## src/rtl/branch_predictor_pkg.sv

```systemverilog
// ============================================================================
// Module      : branch_predictor_pkg
// Description : Shared counter encodings and defaults for the branch predictor.
// Revision    : 1.0 - initial release
// ============================================================================
`default_nettype none

package branch_predictor_pkg;

    localparam int          c_ENTRIES_DEFAULT = 16;

    localparam logic [1:0]  c_CTR_SN    = 2'b00;
    localparam logic [1:0]  c_CTR_WN    = 2'b01;
    localparam logic [1:0]  c_CTR_WT    = 2'b10;
    localparam logic [1:0]  c_CTR_ST    = 2'b11;

    localparam logic [1:0]  c_CTR_RESET = c_CTR_WN;
    localparam logic [1:0]  c_CTR_ALLOC = c_CTR_WT;

    function automatic logic [31:0] seq_pc(input logic [31:0] pc);
        return pc + 32'd4;
    endfunction

endpackage

`default_nettype wire

```

## src/rtl/branch_predictor_sat_counter2.sv

```systemverilog
// ============================================================================
// Module      : sat_counter2
// Description : 2-bit saturating direction counter, next-state only.
// Revision    : 1.0 - initial release
// ============================================================================
`default_nettype none

module sat_counter2
    import branch_predictor_pkg::*;
(
    input  logic [1:0] cur,
    input  logic       taken,
    output logic [1:0] next
);

    always_comb begin
        next = cur;
        if (taken) begin
            if (cur != c_CTR_ST) next = cur + 2'b01;
        end else begin
            if (cur != c_CTR_SN) next = cur - 2'b01;
        end
    end

endmodule

`default_nettype wire

```

## src/rtl/branch_predictor.sv

```systemverilog
// ============================================================================
// Module      : branch_predictor
// Description : Direct-mapped BTB with 2-bit counters, zero-latency lookup.
// Revision    : 1.0 - initial release
// ============================================================================
`default_nettype none

module branch_predictor
    import branch_predictor_pkg::*;
#(
    parameter int ENTRIES = c_ENTRIES_DEFAULT
) (
    input  logic        clk,
    input  logic        rst,
    input  logic [31:0] pred_pc,
    output logic        pred_taken,
    output logic [31:0] pred_target,
    input  logic        upd_valid,
    input  logic [31:0] upd_pc,
    input  logic        upd_taken,
    input  logic [31:0] upd_target,
    input  logic        upd_pred_taken,
    input  logic [31:0] upd_pred_target,
    output logic        mispredict,
    output logic [31:0] branch_cnt,
    output logic [31:0] mispred_cnt
);

    localparam int IB = $clog2(ENTRIES);
    localparam int TW = 30 - IB;

    logic [ENTRIES-1:0] r_valid;
    logic [TW-1:0]      r_tag    [ENTRIES];
    logic [31:0]        r_target [ENTRIES];
    logic [1:0]         r_ctr    [ENTRIES];
    logic [31:0]        r_branch_cnt;
    logic [31:0]        r_mispred_cnt;

    logic [IB-1:0]      w_pidx;
    logic [TW-1:0]      w_ptag;
    logic               w_phit;
    logic [IB-1:0]      w_uidx;
    logic [TW-1:0]      w_utag;
    logic               w_uhit;
    logic [1:0]         w_ctr_next;

    // Lookup reads only registered state, so a same-cycle update is not visible.
    assign w_pidx      = pred_pc[IB+1:2];
    assign w_ptag      = pred_pc[31:IB+2];
    assign w_phit      = r_valid[w_pidx] && (r_tag[w_pidx] == w_ptag);
    assign pred_taken  = w_phit && r_ctr[w_pidx][1];
    assign pred_target = pred_taken ? r_target[w_pidx] : seq_pc(pred_pc);

    assign w_uidx      = upd_pc[IB+1:2];
    assign w_utag      = upd_pc[31:IB+2];
    assign w_uhit      = r_valid[w_uidx] && (r_tag[w_uidx] == w_utag);

    assign mispredict  = upd_valid &&
                         ((upd_taken != upd_pred_taken) ||
                          (upd_taken && (upd_target != upd_pred_target)));

    assign branch_cnt  = r_branch_cnt;
    assign mispred_cnt = r_mispred_cnt;

    sat_counter2 u_sat_counter2 (
        .cur   (r_ctr[w_uidx]),
        .taken (upd_taken),
        .next  (w_ctr_next)
    );

    always_ff @(posedge clk) begin
        if (rst) begin
            r_valid       <= '0;
            r_branch_cnt  <= '0;
            r_mispred_cnt <= '0;
            for (int i = 0; i < ENTRIES; i++) begin
                r_ctr[i] <= c_CTR_RESET;
            end
        end else if (upd_valid) begin
            r_branch_cnt <= r_branch_cnt + 32'd1;
            if (mispredict) r_mispred_cnt <= r_mispred_cnt + 32'd1;
            if (w_uhit) begin
                r_ctr[w_uidx] <= w_ctr_next;
            end else if (upd_taken) begin
                r_valid[w_uidx] <= 1'b1;
                r_ctr[w_uidx]   <= c_CTR_ALLOC;
            end
        end
    end

    // Tag/target carry no reset; valid bits gate their use.
    always_ff @(posedge clk) begin
        if (!rst && upd_valid && upd_taken) begin
            r_tag[w_uidx]    <= w_utag;
            r_target[w_uidx] <= upd_target;
        end
    end

endmodule

`default_nettype wire

```

## config.mk

```make
export PLATFORM = sky130hd
export DESIGN_NAME = branch_predictor
export DESIGN_NICKNAME = d
export VERILOG_FILES = /design/src/rtl/branch_predictor_pkg.sv /design/src/rtl/branch_predictor_sat_counter2.sv /design/src/rtl/branch_predictor.sv
export SDC_FILE = /design/constraint.sdc
export NUM_CORES = 1
export LEC_CHECK = 0
export CAP_MARGIN = 20
export CORE_MARGIN = 2
export CORE_UTILIZATION = 45
export CTS_CLUSTER_DIAMETER = 40
export DETAILED_ROUTE_END_ITERATION = 8
export DONT_BUFFER_PORTS = 1
export REMOVE_ABC_BUFFERS = 1
export SYNTH_ARGS = -nofsm -noshare
export SYNTH_HDL_FRONTEND = slang
export SYNTH_HIERARCHICAL = 1
export SYNTH_SLANG_ARGS = --single-unit
```

## constraint.sdc

```tcl
create_clock -name clk -period 6.45 [get_ports clk]
set_input_delay 1.29 -clock clk [delete_from_list [all_inputs] [get_ports clk]]
set_output_delay 1.29 -clock clk [all_outputs]
set_load 0.02 [all_outputs]
```

==> reports/qor.yml, run 1 <==
place:
  hpwl_um: 75300
  dpl_cell_area_mm2: 0.0476
  finalWeightedCongestion: 0.832
  io_buffers: 0
clock_tree:
  cts_tree: "built"
  htreeDepth: 4
  cts_root_buf: "clkbuf_16"
  clkSinkCount: 1040
  cts_buffers: 144
  clkTransAtPathRegs_ns: 0.04
  postCtsSetupBuffers: 0
  clk_latency_ns: 0.74
  post_cts_resized: 0
  holdBufCountCts: 0
  clockBufferDepth: 3
min_path:
  min_path_type: "flip-flop to flip-flop"
sta:
  min_period_over_period_pct: 96.5
  setup_viol: 0
  fin_hold_ws_ns: 0.490
  slew_violations: 0
  relSlewSlack_pct: 17.6
  worst_slew_pin_slew_ns: 1.24
  hold_viol_final: 0
  layout_min_cycle_time_ns: 6.22
  rsz0062_at_grt: "no"
  fmax_mhz: 161
  finClkSkew_ns: 0.0310
global_routing:
  grt_pass1_vias: 26500
  track_usage_pct: 24.8
  grt_max_degree: 249
  antenna_found_initial: 1
  grt_pass1_wl_um: 188000
  global_route.overflow_total: 0
power:
  power.density_mw_per_mm2: 305
  fin_total_pwr_w: 0.0160
  vdd_drop_max_mv: 0.227
  p_leak_nw: 16.7
final_layout:
  layout_commonest_cell: "edfxtp_1"
  regArea_mm2: 0.0304
  layout.nets: 2725
  drive_above_1_share_pct: 25.7
  multiInputGateArea_mm2: 0.0149
  fillers: 8179
  area_growth_pct: 13.1
  layout.cells.most_common_list: "edfxtp_1 (960), mux4_2 (356), clkbuf_16 (147), mux2i_1 (139), nor2_1 (108)"
  stdcell_area_mm2: 0.0525
route:
  drtAntennaViolNets: 0
  wl_um: 131000
  wl_per_cell_um: 32.2
  drtIter0Drc: 2833
  drcViolationCount: 0
  via_count: 25500
  viasPerCell: 6.25
  firstDrtPassIters: 5
floorplanning:
  initial_core_util_pct: 45.4
  coreArea_mm2: 0.102
  die_h_um: 325
  dieWidth_um: 325
  rows: 117
  die-area_mm2: 0.106
  ios: 231
synthesis:
  synth_edf_count: 960
  ys_ff_latch: 1040
  ys.warnings.count: 6
  syn_area_mm2: 0.0464
  synthArstFlopShare_pct: 0
  synth_seq_area_share_pct: 65.6
  synth_cell_types: 64
  syn_area_per_cell_um2: 18.1
  ys.flop_type: "edfxtp_1"
  synthCells: 2565
critical_path:
  cpMaxStageDelayCell: "mux4_2"
  crit_path_max_incr_delay_ns: 0.70
  end_kind: "primary output"
  cp_max_fo: 248
  cp.required_ns: 5.16
  crit_top_cell: "mux4_2"
  critPathLaunchType: "input port"
  cp_cell_sequence: "mux4_2 -> mux4_2 -> xor2_1 -> or4_1 -> nor3_1 -> and4_4 -> buf_12 -> mux2i_1 -> buf_4"
  cp.arrival_ns: 4.93
  critPathKind: "input port to primary output"
run:
  max-cap-violations: 0
outcome:
  status: "finished clean"
[per-layer routing]
metal / track usage, % / vias to the layer above / part of all wire [%]
met4: 7.87 / 0 / 2.6
li1: - / 10600 / -
met5: 0 / - / 0
met1: 32.9 / 13600 / 40
met2: 39.4 / 1099 / 48
met3: 7.48 / 194 / 9.3
[worst max-delay path, delay by kind of cell]
kind,cells,cell delay [ns]
simple gates,3,1.21
mux,3,1.44
buf+inv,2,0.45
xor+xnor,1,0.16
[cell usage after synthesis, drive strengths merged (2+ instances only)]
library cell | number | area [µm²]
edfxtp | 960 | 28800
mux4 | 356 | 8020
mux2i | 139 | 1390
nor2 | 109 | 412
buf | 90 | 574
xor2 | 88 | 771
dfxtp | 80 | 1600
nand2 | 79 | 297
xnor2 | 75 | 657
clkbuf | 70 | 263
nand3 | 66 | 330
inv | 54 | 203
mux2 | 48 | 646
a21oi | 27 | 135
and3 | 27 | 169
a22oi | 25 | 188
nand4 | 25 | 156
nor3 | 25 | 125
o22ai | 25 | 156
o21ai | 24 | 120
nor4 | 17 | 106
a22o | 15 | 131
nor2b | 14 | 87.6
a211o | 13 | 114
a221oi | 13 | 114
or3 | 13 | 81.3
nand2b | 10 | 62.6
and2 | 9 | 56.3
and4 | 7 | 61.3
a31oi | 6 | 37.5
o211ai | 6 | 45.0
a31o | 5 | 43.8
nand4b | 4 | 35.0
o2111ai | 4 | 35.0
a2111oi | 3 | 26.3
clkinv | 3 | 11.3
ha | 3 | 37.5
o221ai | 3 | 26.3
a211oi | 2 | 15.0
maj3 | 2 | 22.5
nand3b | 2 | 15.0
nor3b | 2 | 15.0
or2 | 2 | 12.5
or4 | 2 | 15.0
[registers in the layout, summed over array words and instances (netlist names)]
signal,cells
r_ctr,32
branch_cnt,32
r_target,512
r_tag,416
r_valid,16
mispred_cnt,32
[logic make-up (layout without fill, tap and decap cells)]
| group | Yosys count | in the layout | share of synthesized area (%) |
|---|---|---|---|
| simple gates | 413 | 413 | 4.39 |
| xor+xnor | 163 | 163 | 3.08 |
| mux | 543 | 543 | 21.7 |
| flops | 1040 | 1040 | 65.6 |
| compound gates | 184 | 184 | 2.81 |
| other cells | 0 | 2 | 0 |
| buf+inv | 217 | 359 | 2.27 |
| fa+ha+maj | 5 | 5 | 0.130 |
[through the flow]
step	setup WS (ns)	setup TNS (ns)	cells	util [%]
after global placement	0.620	0	3810	46.7
final	0.227	0	4077	51.4
after global routing	0.243	0	4075	51.4
after detailed placement	0.589	0	3810	46.7
after CTS	0.565	0	4074	51.4
after floorplan	-0.929	-25.98	2405	-
[power by group]
group	internal [W]	switching, W	total (W)
combinational	0.000379	0.000326	0.000705
sequential	0.00742	0.0000261	0.00745
clock	0.00482	0.00302	0.00784
total	0.0126	0.00337	0.0160
[layout make-up]
cell class / instances / area share, %
sequential: 1040 / 58.0
multi-input combinational: 1308 / 28.4
clock buffer: 168 / 7.16
tap: 1368 / 3.26
clock inverter: 96 / 1.98
timing repair buffer: 38 / 0.687
inverter: 57 / 0.489
antenna: 2 / 0.00954
[worst paths after layout]
| path | startpoint | slack [ns] | cells past startpoint | end |
|---|---|---|---|---|
| setup / recovery | pred_pc[2] | 0.23 | 9 | pred_target[2] |
| hold / removal | r_valid[9] | 0.49 | 2 | r_valid[9] |
| setup reg to reg | r_tag[0][12] | 2.77 | 9 | r_ctr[14][0] |
| hold reg to reg | r_valid[9] | 0.49 | 2 | r_valid[9] |
Note: power is estimated with default switching activity, not from simulation.
==> run 2, diff against run 1 <==
--- a/config.mk
+++ b/config.mk
@@ -12,6 +12,7 @@
 export DETAILED_ROUTE_END_ITERATION = 8
 export DONT_BUFFER_PORTS = 1
 export REMOVE_ABC_BUFFERS = 1
+export SETUP_SLACK_MARGIN = 0.1
 export SYNTH_ARGS = -nofsm -noshare
 export SYNTH_HDL_FRONTEND = slang
 export SYNTH_HIERARCHICAL = 1
==> results of run 2 <==
The final DEF is identical to that of run 1; final timing and power are the same.
==> patch 1 (flow settings as in run 2) <==
Change the package constant `c_ENTRIES_DEFAULT` from 16 to 8.
--- a/src/rtl/branch_predictor_pkg.sv
+++ b/src/rtl/branch_predictor_pkg.sv
@@ -9,3 +9,3 @@
 
-    localparam int          c_ENTRIES_DEFAULT = 16;
+    localparam int          c_ENTRIES_DEFAULT = 8;
 
Check against the original RTL: not equivalent (a bounded check fails within 4 cycles, from zero or initial values and one cycle with rst high).
==> patch 1 against run 2 <==
  * Maximum frequency is 3.6% higher
  * Critical endpoint is now pred_target[9]
  * Sequential share of layout area is 3.2 points lower
  * Sequential cell count is 480 lower
  * Global-route usage is 2.3 points lower
  * Setup slack better by 0.22 ns
  * Synthesized area is 45% lower
  * Critical path depth is 1 higher
  * Cell count is 41% lower
  * Routed wire length is 50% lower
  * Count of clock-buffer cells in the layout is 74 lower
  * Power is 41% lower
  * Design area is 44% lower
==> patch 1: results (changes against run 2) <==
Non-clk bufs=40 (+5.3%); row count=86 (-26%); CP max FO=117 (-53%); vias in the first global route=14780 (-44%); Synth Register Bits=560 (-46%); Avg WL per Cell=26.88 um (-17%); Leakage=0.009719 uW (-42%); largest net degree at the start of global routing=118 (-53%); worst skew pair latency=0.64 ns (-0.10 ns); placed inst area=26180 um^2 (-45%); dpl hpwl=39830 um (-47%); Initial DRC Count=1089 (-62%); Slowest-stage cell, CP=or4_4; first-pass GRT wire length=94740 um (-50%); All-Layer GR Usage=22.48% (-2.3 points); fin crit share=93.12% (-3.4 points); share of layout cells above drive strength 1=23.28% (-2.5 points); ANT cells=1 (-1); FF+latch count=560 (-46%); # fillers=4443 (-46%); post-synth cell types=62 (-3.1%); multi-input logic portion of the cell area=29.86% (+1.5 points); area grow syn2layout=16.16%; post-route clock skew=0.03781 ns (+0.006780 ns); Pre-Repair DR Iteration Count=7 (+2); Inst Count DP=2262 (-41%); M3 GR Usage=5.879% (-1.6 points); R2R Setup Slk=2.76 ns (about the same); Avg Inst Size Synth=16.23 um^2 (-10%); vias=14410 (-43%); sequential element share of the synthesized area=63.64% (-2.0 points); non-clk buf share=1.065% (+0.38 points); wire length on met2=32300 um (-49%); status=finished clean; Top Registers=r_target x256, r_tag x216; Met1 Wirelength=26470 um (-50%); multi-input gates=896 (-31%); non-clock inverter count in the final layout=18 (-68%)
patch 1: worst max-delay path, delay by kind of cell:
kind / cells / cell delay [ns]
buffers and inverters: 2 / 0.61
and+or+nand+nor: 3 / 1.15
xor gates and xnor gates: 1 / 0.33
muxes: 2 / 0.84
AOI/OAI and AO/OA: 2 / 0.45
patch 1: cells by family after synthesis:
family	synth area share (%)
flops	63.64
simple gates	6.773
mux	18.59
xor+xnor	5.471
compound gates	3.349
buf+inv	1.939
fa+ha+maj	0.2375
patch 1: worst paths after layout:
| check | from | to | depth (start not counted) |
|---|---|---|---|
| max reg2reg | r_tag[5][10] | r_ctr[6][1] | 8 |
| min reg2reg | r_valid[3] | r_valid[3] | 2 |
| min | r_valid[3] | r_valid[3] | 2 |
| max | pred_pc[3] | pred_target[9] | 10 |
patch 1: where the power goes:
part / internal, uW / switching (uW)
logic: 209 / 186
registers: 3990 / 21.9
clock network: 3200 / 1810
==> patch 2 (config.mk and constraints of run 2) <==
Made on the original files. Add an input register stage for `upd_target`, with the module's reset; this delays it by one clock. The other inputs are not delayed to match.
--- a/src/rtl/branch_predictor.sv
+++ b/src/rtl/branch_predictor.sv
@@ -31,2 +31,12 @@
 
+    logic [31:0] upd_target_q;
+
+    always_ff @(posedge clk) begin
+        if (rst) begin
+            upd_target_q <= '0;
+        end else begin
+            upd_target_q <= upd_target;
+        end
+    end
+
     logic [ENTRIES-1:0] r_valid;
@@ -59,3 +69,3 @@
                          ((upd_taken != upd_pred_taken) ||
-                          (upd_taken && (upd_target != upd_pred_target)));
+                          (upd_taken && (upd_target_q != upd_pred_target)));
 
@@ -94,3 +104,3 @@
             r_tag[w_uidx]    <= w_utag;
-            r_target[w_uidx] <= upd_target;
+            r_target[w_uidx] <= upd_target_q;
         end
Formal check against the unedited RTL: not equivalent (a bounded check fails within 4 cycles, from zero or initial values and one cycle with rst high).
==> patch 2 against run 2 <==
  * Die area grew 0.32%
  * Sequential cell count grew 32
  * Setup slack worse by 0.012 ns
  * Largest power group unchanged
  * First-iteration DRC count down 2.4%
  * Clock power increased by 6.0%
  * Synthesized area increased by 0.32%
  * Design area up 1.3%
  * Power up 4.1%
  * Cell count fell by 0.76%
  * Maximum frequency fell by 0.19%
  * Critical endpoint is now pred_target[31]
  * Routed wire length down 2.1%
  * Count of clock-buffer cells in the layout decreased by 4
==> patch 2: results (changes against run 2) <==
status=finished clean; Inst Count DP=3768 (-1.1%); CP Capture Point=pred_target[31]; VDD IR-drop max=195.3 uV (-14%); DRT Wirelength=128600 um (-2.1%); post-route clock skew=0.04350 ns (+0.01247 ns); sequential logic power=7680 uW (+3.1%); P_sw=3576 uW (+6.2%); slowest cell delay on critical path=0.82 ns (+0.12 ns); Synth top cells by count=edfxtp_1 (960), mux4_2 (371), nor2_1 (126), dfxtp_1 (112), mux2i_1 (98); first-pass GRT wire length=185100 um (-1.7%); Layout Nets=2687 (-1.4%); Adder-Cell Fraction of Synth Area=0.1291% (-0.00041 points); worst r2r src=r_tag[12][6]; end of the worst hold path=r_valid[14]; Leakage=0.01775 uW (+6.2%); Pre-Repair DR Iteration Count=6 (+1); main area contributors after synthesis=edfxtp_1 (62%), mux4_2 (18%), dfxtp_1 (4.8%); dpl hpwl=72750 um (-3.4%); largest net degree at the start of global routing=241 (-3.2%); critical path data arrival time=4.94 ns (about the same); DP Worst Slack=0.6766 ns (+0.08741 ns); cell area after layout=53140 um^2 (+1.3%); ANT cells=0 (-2); # fillers=8194 (+0.18%); total power=16640 uW (+4.1%); Vias/cell=6.185 (-1.1%); Rel. slew slack=14.65% (-2.9 points); Cells on Worst Hold Path=1 (-1); asr flop ratio synth=0% (unchanged); vias in the first global route=25900 (-2.2%); Avg Inst Size Synth=18.55 um^2 (+2.6%); All-Layer GR Usage=24.24% (-0.56 points); number of buffers created by CTS=148 (+2.8%); post-synthesis mux area share=21.44% (-0.24 points); Hold Crit Start=r_valid[14]; CP max FO=240 (-3.2%); sequential element share of the synthesized area=66.80% (+1.2 points); placed inst area=47980 um^2 (+0.70%); Compound-Gate Fraction of Synth Area=2.402% (-0.41 points); Synth Area in XOR/XNOR=3.069% (-0.0099 points); RePlAce Congestion=0.8249 (-0.89%); R2R Setup Slk=2.19 ns (-0.58 ns); post-synth cell types=66 (+3.1%); worst flop-to-flop path endpoint=r_ctr[7][0]; Hold WS=0.4891 ns (-0.0006140 ns); power in combinational cells=649 uW (-7.9%); antenna violations before repair=3 (+2)
-- patch 2: layer usage --
layer	GRT usage, %	wire length (um)	up-vias
met5	0	43	-
met4	6.492	2601	6
met3	6.878	12230	195
met2	39.22	62520	1155
met1	32.38	51190	13310
li1	-	-	10360
-- patch 2: layout make-up --
| cell class | instances | area (um^2) | area share (%) |
|---|---|---|---|
| clock inverters | 113 | 1321 | 2.486 |
| well taps | 1368 | 1712 | 3.221 |
| multi-input cells | 1268 | 14710 | 27.69 |
| inverters | 20 | 75.07 | 0.1413 |
| clock buffers | 164 | 3825 | 7.197 |
| repair buffers | 41 | 427.9 | 0.8052 |
| flip-flops and latches | 1072 | 31070 | 58.46 |
-- patch 2: worst max-delay path: cells and delay by family --
kind / cells / cell delay, ns
AOI/OAI and AO/OA: 3 / 0.47
buffers and inverters: 1 / 0.42
muxes: 3 / 1.59
and+or+nand+nor: 2 / 0.64
